$ cat config.mk
export PLATFORM = sky130hd
export DESIGN_NAME = system_memory_arbiter
export DESIGN_NICKNAME = d
export VERILOG_FILES = /design/src/rtl/system_memory_arbiter.sv
export SDC_FILE = /design/constraint.sdc
export NUM_CORES = 1
export LEC_CHECK = 0
export CAP_MARGIN = 25
export CORE_AREA = 2 2 105 107
export CTS_CLUSTER_DIAMETER = 50
export DETAILED_ROUTE_END_ITERATION = 6
export DIE_AREA = 0 0 107 109
export PLACE_DENSITY_LB_ADDON = 0.15
export SETUP_SLACK_MARGIN = 0.1
export SYNTH_ARGS = -nofsm -noshare
export SYNTH_HDL_FRONTEND = slang
export SYNTH_SLANG_ARGS = --single-unit
$ cat constraint.sdc
create_clock -name i_Clk -period 2.2 [get_ports i_Clk]
set_clock_uncertainty 0.1 [all_clocks]
set_input_delay 0.44 -clock i_Clk [delete_from_list [all_inputs] [get_ports i_Clk]]
set_output_delay 0.44 -clock i_Clk [all_outputs]
set_load 0.02 [all_outputs]
$ cat src/rtl/system_memory_arbiter.sv
// Round-robin arbiter sharing one external memory port between two cores.
// Grants are burst-locked until i_MEM_Last (or watchdog expiry), followed by one idle gap cycle.
module system_memory_arbiter #(
    parameter int DATA_WIDTH     = 32,
    parameter int ADDRESS_WIDTH  = 21,
    parameter int TIMEOUT_CYCLES = 1024
) (
    input  logic                     i_Clk,
    input  logic                     i_Reset_n,

    input  logic                     i_Core0_MEM_Valid,
    input  logic [ADDRESS_WIDTH-1:0] i_Core0_MEM_Address,
    input  logic                     i_Core0_MEM_Read_Write_n,
    input  logic [DATA_WIDTH-1:0]    i_Core0_MEM_Data,
    output logic                     o_Core0_MEM_Valid,
    output logic                     o_Core0_MEM_Data_Read,
    output logic                     o_Core0_MEM_Last,
    output logic [DATA_WIDTH-1:0]    o_Core0_MEM_Data,

    input  logic                     i_Core1_MEM_Valid,
    input  logic [ADDRESS_WIDTH-1:0] i_Core1_MEM_Address,
    input  logic                     i_Core1_MEM_Read_Write_n,
    input  logic [DATA_WIDTH-1:0]    i_Core1_MEM_Data,
    output logic                     o_Core1_MEM_Valid,
    output logic                     o_Core1_MEM_Data_Read,
    output logic                     o_Core1_MEM_Last,
    output logic [DATA_WIDTH-1:0]    o_Core1_MEM_Data,

    output logic                     o_MEM_Valid,
    output logic [ADDRESS_WIDTH-1:0] o_MEM_Address,
    output logic                     o_MEM_Read_Write_n,
    output logic [DATA_WIDTH-1:0]    o_MEM_Data,
    input  logic                     i_MEM_Data_Read,
    input  logic [DATA_WIDTH-1:0]    i_MEM_Data,
    input  logic                     i_MEM_Valid,
    input  logic                     i_MEM_Last,

    output logic [1:0]               o_Grant,
    output logic                     o_Timeout
);

    localparam int WDW = $clog2(TIMEOUT_CYCLES + 1);
    localparam logic [WDW-1:0] WD_MAX = WDW'(TIMEOUT_CYCLES - 1);

    typedef enum logic [1:0] {IDLE, SERVE0, SERVE1, GAP} state_t;

    state_t         r_State, w_Next_State;
    logic           r_Last_Granted, w_Next_Last_Granted;
    logic [WDW-1:0] r_Wd_Count, w_Next_Wd_Count;
    logic           r_Timeout, w_Next_Timeout;
    logic           w_Serve0, w_Serve1;

    always_ff @(posedge i_Clk or negedge i_Reset_n) begin
        if (!i_Reset_n) begin
            r_State        <= IDLE;
            r_Last_Granted <= 1'b1;
            r_Wd_Count     <= '0;
            r_Timeout      <= 1'b0;
        end else begin
            r_State        <= w_Next_State;
            r_Last_Granted <= w_Next_Last_Granted;
            r_Wd_Count     <= w_Next_Wd_Count;
            r_Timeout      <= w_Next_Timeout;
        end
    end

    always_comb begin
        w_Next_State        = r_State;
        w_Next_Last_Granted = r_Last_Granted;
        w_Next_Wd_Count     = r_Wd_Count;
        w_Next_Timeout      = 1'b0;
        case (r_State)
            IDLE: begin
                if (i_Core0_MEM_Valid && i_Core1_MEM_Valid)
                    w_Next_State = r_Last_Granted ? SERVE0 : SERVE1;
                else if (i_Core0_MEM_Valid)
                    w_Next_State = SERVE0;
                else if (i_Core1_MEM_Valid)
                    w_Next_State = SERVE1;
            end
            SERVE0, SERVE1: begin
                // A Last coinciding with watchdog expiry is a normal completion.
                if (i_MEM_Last || (r_Wd_Count == WD_MAX)) begin
                    w_Next_State        = GAP;
                    w_Next_Last_Granted = (r_State == SERVE1);
                    w_Next_Wd_Count     = '0;
                    w_Next_Timeout      = !i_MEM_Last;
                end else begin
                    w_Next_Wd_Count = r_Wd_Count + 1'b1;
                end
            end
            GAP:     w_Next_State = IDLE;
            default: w_Next_State = IDLE;
        endcase
    end

    assign w_Serve0 = (r_State == SERVE0);
    assign w_Serve1 = (r_State == SERVE1);

    // Everything is gated by state so IDLE/GAP/reset drive solid zeros.
    assign o_MEM_Valid        = w_Serve0 | w_Serve1;
    assign o_MEM_Address      = w_Serve0 ? i_Core0_MEM_Address :
                                w_Serve1 ? i_Core1_MEM_Address : '0;
    assign o_MEM_Read_Write_n = (w_Serve0 & i_Core0_MEM_Read_Write_n) |
                                (w_Serve1 & i_Core1_MEM_Read_Write_n);
    assign o_MEM_Data         = w_Serve0 ? i_Core0_MEM_Data :
                                w_Serve1 ? i_Core1_MEM_Data : '0;

    assign o_Core0_MEM_Valid     = w_Serve0 & i_MEM_Valid;
    assign o_Core0_MEM_Data_Read = w_Serve0 & i_MEM_Data_Read;
    assign o_Core0_MEM_Last      = w_Serve0 & i_MEM_Last;
    assign o_Core0_MEM_Data      = w_Serve0 ? i_MEM_Data : '0;

    assign o_Core1_MEM_Valid     = w_Serve1 & i_MEM_Valid;
    assign o_Core1_MEM_Data_Read = w_Serve1 & i_MEM_Data_Read;
    assign o_Core1_MEM_Last      = w_Serve1 & i_MEM_Last;
    assign o_Core1_MEM_Data      = w_Serve1 ? i_MEM_Data : '0;

    assign o_Grant   = {w_Serve1, w_Serve0};
    assign o_Timeout = r_Timeout;

endmodule

After elaboration in Yosys (flattened, before gate mapping)
Cells that the tools add are included.
{"block": "totals", "elab_cells": 43, "reg_bits": 15, "inputBits": 147, "out_inout_bits": 128, "mem_bits_ro": 0, "mem_bits_rw": 0, "latch_bits": 0, "memories": 0}
{"block": "classes", "reduce_logical": 7, "n_mux": 15, "n_lt_le_gt_ge": 0, "mul": 0, "n_addsub": 1, "eq_ne": 6, "n_bitwise": 10, "div_mod_pow": 0, "shifts": 0}
{"cell": "two-way mux 32 bit", "count": 4}
{"cell": "two-way mux 21 bit", "count": 2}
{"cell": "adder 11 x 1 -> 11 bit, second input constant", "count": 1}
{"cell": "equality test 11 x 10 -> 1 bit, second input constant", "count": 1}
{"cell": "two-way mux 11 bit", "count": 1}
{"cell": "two-way mux 2 bit", "count": 5}
{"cell": "bitwise AND 1 bit", "count": 8}
{"cell": "one-hot mux 2 bit (3 select lines)", "count": 1}
{"cell": "equality test 2 bit, second input constant", "count": 2}
{"cell": "inequality test 4 bit, second input constant", "count": 1}
{"cell": "AND reduction 2 bit", "count": 2}
{"cell": "equality test 2 x 1 -> 1 bit, second input constant", "count": 1}
{"cell": "zero test 2 bit", "count": 1}
{"cell": "two-way mux 1 bit", "count": 2}
{"cell": "inequality test 2 bit, second input constant", "count": 1}
{"cell": "bitwise OR 1 bit", "count": 2}
{"cell": "OR reduction 2 bit", "count": 1}
{"cell": "logical AND 1 bit", "count": 1}
{"cell": "zero test 1 bit", "count": 1}
{"cell": "logical OR 1 bit", "count": 1}

Longest topological paths before layout
Gate-level depths: netlist (run 1).
{"block": "logic_depth", "word_depth": 4, "mapped_depth": 7}

Worst setup path after synthesis (run 1)
Ideal clock, no wire load.
{"block": "synth_timing", "path_type": "flip-flop to output port", "startpoint": "register r_State[0]", "endpoint": "output o_MEM_Address[10]", "path_stages_with_launch": 7, "path_buffers": 2, "setup_slack_ps": -33, "arrival_ps": 1693, "path_cell_list": "dfrtp_1 inv_1 ha_1 clkbuf_1 clkbuf_1 nand2_1 o21ai_0"}
{"block": "synth_via", "elab_chain_cells": 3}
{"item": "start, declared", "line": "47", "rtl": "state_t r_State, w_Next_State;"}
{"item": "start signal, assigned", "line": "60", "rtl": "r_State <= w_Next_State;"}
{"item": "equality test 2 bit", "line": "98", "rtl": "assign w_Serve1 = (r_State == SERVE1);"}
{"item": "via w_Serve1", "line": "51", "rtl": "logic w_Serve0, w_Serve1;"}
{"item": "two-way mux 21 bit", "line": "103", "rtl": "w_Serve1 ? i_Core1_MEM_Address : '0;"}
{"item": "two-way mux 21 bit", "line": "102", "rtl": "assign o_MEM_Address = w_Serve0 ? i_Core0_MEM_Address :"}
{"item": "end, declared", "line": "30", "rtl": "output logic [ADDRESS_WIDTH-1:0] o_MEM_Address,"}
The timed path passes the listed nets, and every way through them passes these cells.

Worst setup path after layout (run 1)
{"block": "layout_timing", "startpoint": "register r_State[0]", "endpoint": "output o_MEM_Data[5]"}
{"block": "layout_via", "elab_chain_cells": 3}
{"item": "equality test 2 bit", "line": "98"}
{"item": "two-way mux 32 bit", "line": "107", "rtl": "w_Serve1 ? i_Core1_MEM_Data : '0;"}
{"item": "two-way mux 32 bit *", "line": "106", "rtl": "assign o_MEM_Data = w_Serve0 ? i_Core0_MEM_Data :"}
{"item": "end, declared", "line": "32", "rtl": "output logic [DATA_WIDTH-1:0] o_MEM_Data,"}
Mark *: on every way between the ends. The rest lies on a longest branch, timed or not.

==> impl_metrics.tcl, run 1 <==
set metrics [dict create \
    outcome "finished clean" \
    hold_ws_ps 398 \
    setup.worst_path.end_class "output pin" \
    drive_gt1_share_pct 50.3 \
    grt_pass1_wl_um 18600 \
    seq_power_share_pct 4.5 \
    met2_length_um 7240 \
    nNetsFinal 795 \
    antenna_found_initial 0 \
    cts.clk_slew.worst_paths_ps 60 \
    detail_route.vias_per_cell 4.46 \
    place.gp.congestion 0.794 \
    chipWidth_um 107 \
    grt_max_degree 28 \
    worstSetupPathType "reg -> out" \
    cts.sinks 15 \
    dr.pass1.iters 4 \
    start_util_pct 19.4 \
    yosysUniqueCellTypes 30 \
    sw_frac_of_total_pct 45.7 \
    grt_pass1_vias 3214 \
    worstSkewPairLatency_ps 250 \
    num_rows 38 \
    period_needed_ps 2200 \
    drc 0 \
    m1WireLength_um 5630 \
    async_reset_ff_share_pct 100 \
    start_kind "flop" \
    slew_headroom_pct 80.0 \
    grt_usage_pct 20.6 \
    synth_ff_type "dfrtp_1" \
    cts_buffer_depth 2 \
    die_area_um2 11700 \
    rsz0062_at_grt "true" \
    ant_nets 0 \
    dr_wl_met3_um 1260 \
    slew_viol_final 0 \
    r2r_cells 9 \
    final_core_util_pct 60.4 \
    synth_warnings 0 \
    synth_common_cells "113 x nand2_1, 71 x and2_1, 59 x o21ai_0" \
    arrival_ps 1660 \
    place_hpwl_um 9670 \
    syn_area_um2 2050 \
    final.period_utilization_pct 99.8 \
    crit_chain "inv_2, buf_6, ha_4, buf_8, buf_16, nand2_4, o21ai_4, buf_6" \
    synthCells 339 \
    max-cap-violations 0 \
    diodes 0 \
    grt_remaining_overflow 0 \
    cts_tree "done" \
    syn_nets 491 \
    die_y_um 109 \
    slowest_stage "dfrtp_1" \
    highest_layer "met4" \
    post-synth-top-count-cell "nand2_1" \
    fmax_ghz 0.455 \
    setup_viol 0 \
    htree_levels 1 \
    seq_area_frac_synth_pct 18.3 \
    wl_um 14300 \
    synth-edff-count 0 \
    cp.required_ps 1660 \
    internal-power_mw 4.60 \
    hold_violations 0 \
    leakagePower_nw 2.88 \
    io_pins 275 \
    netlist.area_leader.share_pct 21.6 \
    worstMarginPinSlew_ps 297 \
    crit_top_cell "buf_6" \
    clkPwrFrac_pct 2.6 \
    areaGrowthSynthToFinish_pct 212 \
    drtIter0Drc 201 \
    wl_per_cell_um 18.3 \
    core_um2 10600 \
    powerDensity_nw_per_um2 1320 \
    slowest_delay_ps 400 \
    syn_avg_cell_area_um2 6.06 \
    max-vdd-ir-drop_mv 0.646 \
    cts_buffers 3 \
    synthTopCellsByArea "and2_1 22%, nand2_1 21%, dfrtp_1 17%" \
    critical_path.max_fanout 5 \
    vias 3491 \
    power_switching_mw 3.87 \
    hold_path.class "in -> async" \
    cts_root_buffer "clkbuf_8" \
    synth_seq_cells 15 \
    p_comb_share_pct 92.9 \
    synth_largest_area_cell "and2_1" \
    place.port_buffers 274 \
]
==> cells in the final DEF, fill, tap and decap left out, drive strengths merged <==
cell type / count
inv: 6
nand4: 3
nor4: 1
xor2: 2
clkinv: 1
xnor2: 5
and2: 71
mux2i: 1
dfstp: 1
nand2b: 1
nor3: 4
o2bb2ai: 1
clkdlybuf4s18: 1
o211ai: 1
ha: 5
and3: 2
o21ai: 59
nor2: 11
bufbuf: 1
clkdlybuf4s15: 6
clkbuf: 12
nand4b: 1
nand3: 2
nand2: 113
buf: 164
a22o: 2
clkdlybuf4s50: 147
dfrtp: 14
o31ai: 1
mux2: 3
==> per-stage QoR <==
step	setup slack (ps)	setup TNS, ps	std cells	instance area, um2	power (mW)
2_1_floorplan	103	0	339	2050	3.03
6_report	3.70	0	782	6410	8.47
4_1_cts	-45.9	-119	769	5340	6.83
5_1_grt	-95.0	-1310	782	6410	8.91
3_5_place_dp	-156	-6330	742	5050	5.71
3_3_place_gp	-168	-5010	742	5050	5.68
==> worst max-delay path: cells and delay by family, from the launching register on <==
kind / cells / cell delay (ps)
buffers and inverters: 5 / 580
and+or+nand+nor: 1 / 50
DFF: 1 / 400
adders and majority gates: 1 / 180
AOI/OAI and AO/OA: 1 / 190
==> power groups by stage <==
stage | clock network (mW) | registers [mW] | logic (mW)
final | 0.221 | 0.384 | 7.86
after global routing | 0.246 | 0.391 | 8.27
after CTS | 0.233 | 0.384 | 6.21
after detailed placement | 0 | 0.384 | 5.33
after global placement | 0 | 0.380 | 5.30
after floorplan | 0 | 0.371 | 2.66
==> kinds of logic (layout without fill, tap and decap cells) <==
| logic type | count (synthesis) | count (layout) | share of synthesized area (%) |
|---|---|---|---|
| muxes | 4 | 4 | 2.32 |
| AOI/OAI and AO/OA | 64 | 64 | 17.1 |
| xor gates and xnor gates | 7 | 7 | 2.99 |
| adders and majority gates | 5 | 5 | 3.05 |
| and+or+nand+nor | 209 | 209 | 49.1 |
| DFF | 15 | 15 | 18.3 |
| buffers and inverters | 35 | 338 | 7.19 |
==> final cells by class <==
cell class / count / area, um2
multi-input combinational: 289 / 2070
tap: 140 / 175
clock inverter: 1 / 5.00
inverter: 6 / 22.5
sequential: 15 / 377
clock buffer: 3 / 41.3
timing repair buffer: 328 / 3710
fill: 894 / 4190
==> repair_timing <==
action	4_1_cts	5_1_grt
gates resized for setup	579	274
setup endpoints to repair	126	129
cloned	10	12
pin swaps	35	81
hold buffers	0	0
buffers inserted	13	1
==> path summary, 6_finish.rpt <==
path,end,slack [ps],startpoint
setup / recovery,o_MEM_Data[5],4,r_State[0]
hold / removal,r_Wd_Count[5],400,i_Reset_n
setup reg to reg,r_Wd_Count[10],210,r_State[0]
hold reg to reg,r_Wd_Count[1],450,r_Wd_Count[1]
max in group asynchronous,r_Last_Granted,1360,i_Reset_n
min in group i_Clk,r_Wd_Count[1],450,r_Wd_Count[1]
==> routing by layer <==
metal  GRT usage, %  vias up
met5              0        -
met4           2.50        0
met3           6.81       18
li1               -     1701
met1           26.0     1634
met2           35.2      138
==> sequential cells by signal, summed over array words and instances, names as in the netlist <==
name            count
r_State             2
r_Last_Granted      1
r_Wd_Count         11
o_Timeout           1
No activity file was read; power rests on OpenSTA's default activity.
==> inputs of run 2 (changes only) <==
--- a/config.mk
+++ b/config.mk
@@ -5,6 +5,7 @@
 export SDC_FILE = /design/constraint.sdc
 export NUM_CORES = 1
 export LEC_CHECK = 0
+export ABC_CLOCK_PERIOD_IN_PS = 2200
 export CAP_MARGIN = 25
 export CORE_AREA = 2 2 105 107
 export CTS_CLUSTER_DIAMETER = 50
==> results of run 2 <==
Final layout, timing and power as in run 1 (identical DEF).
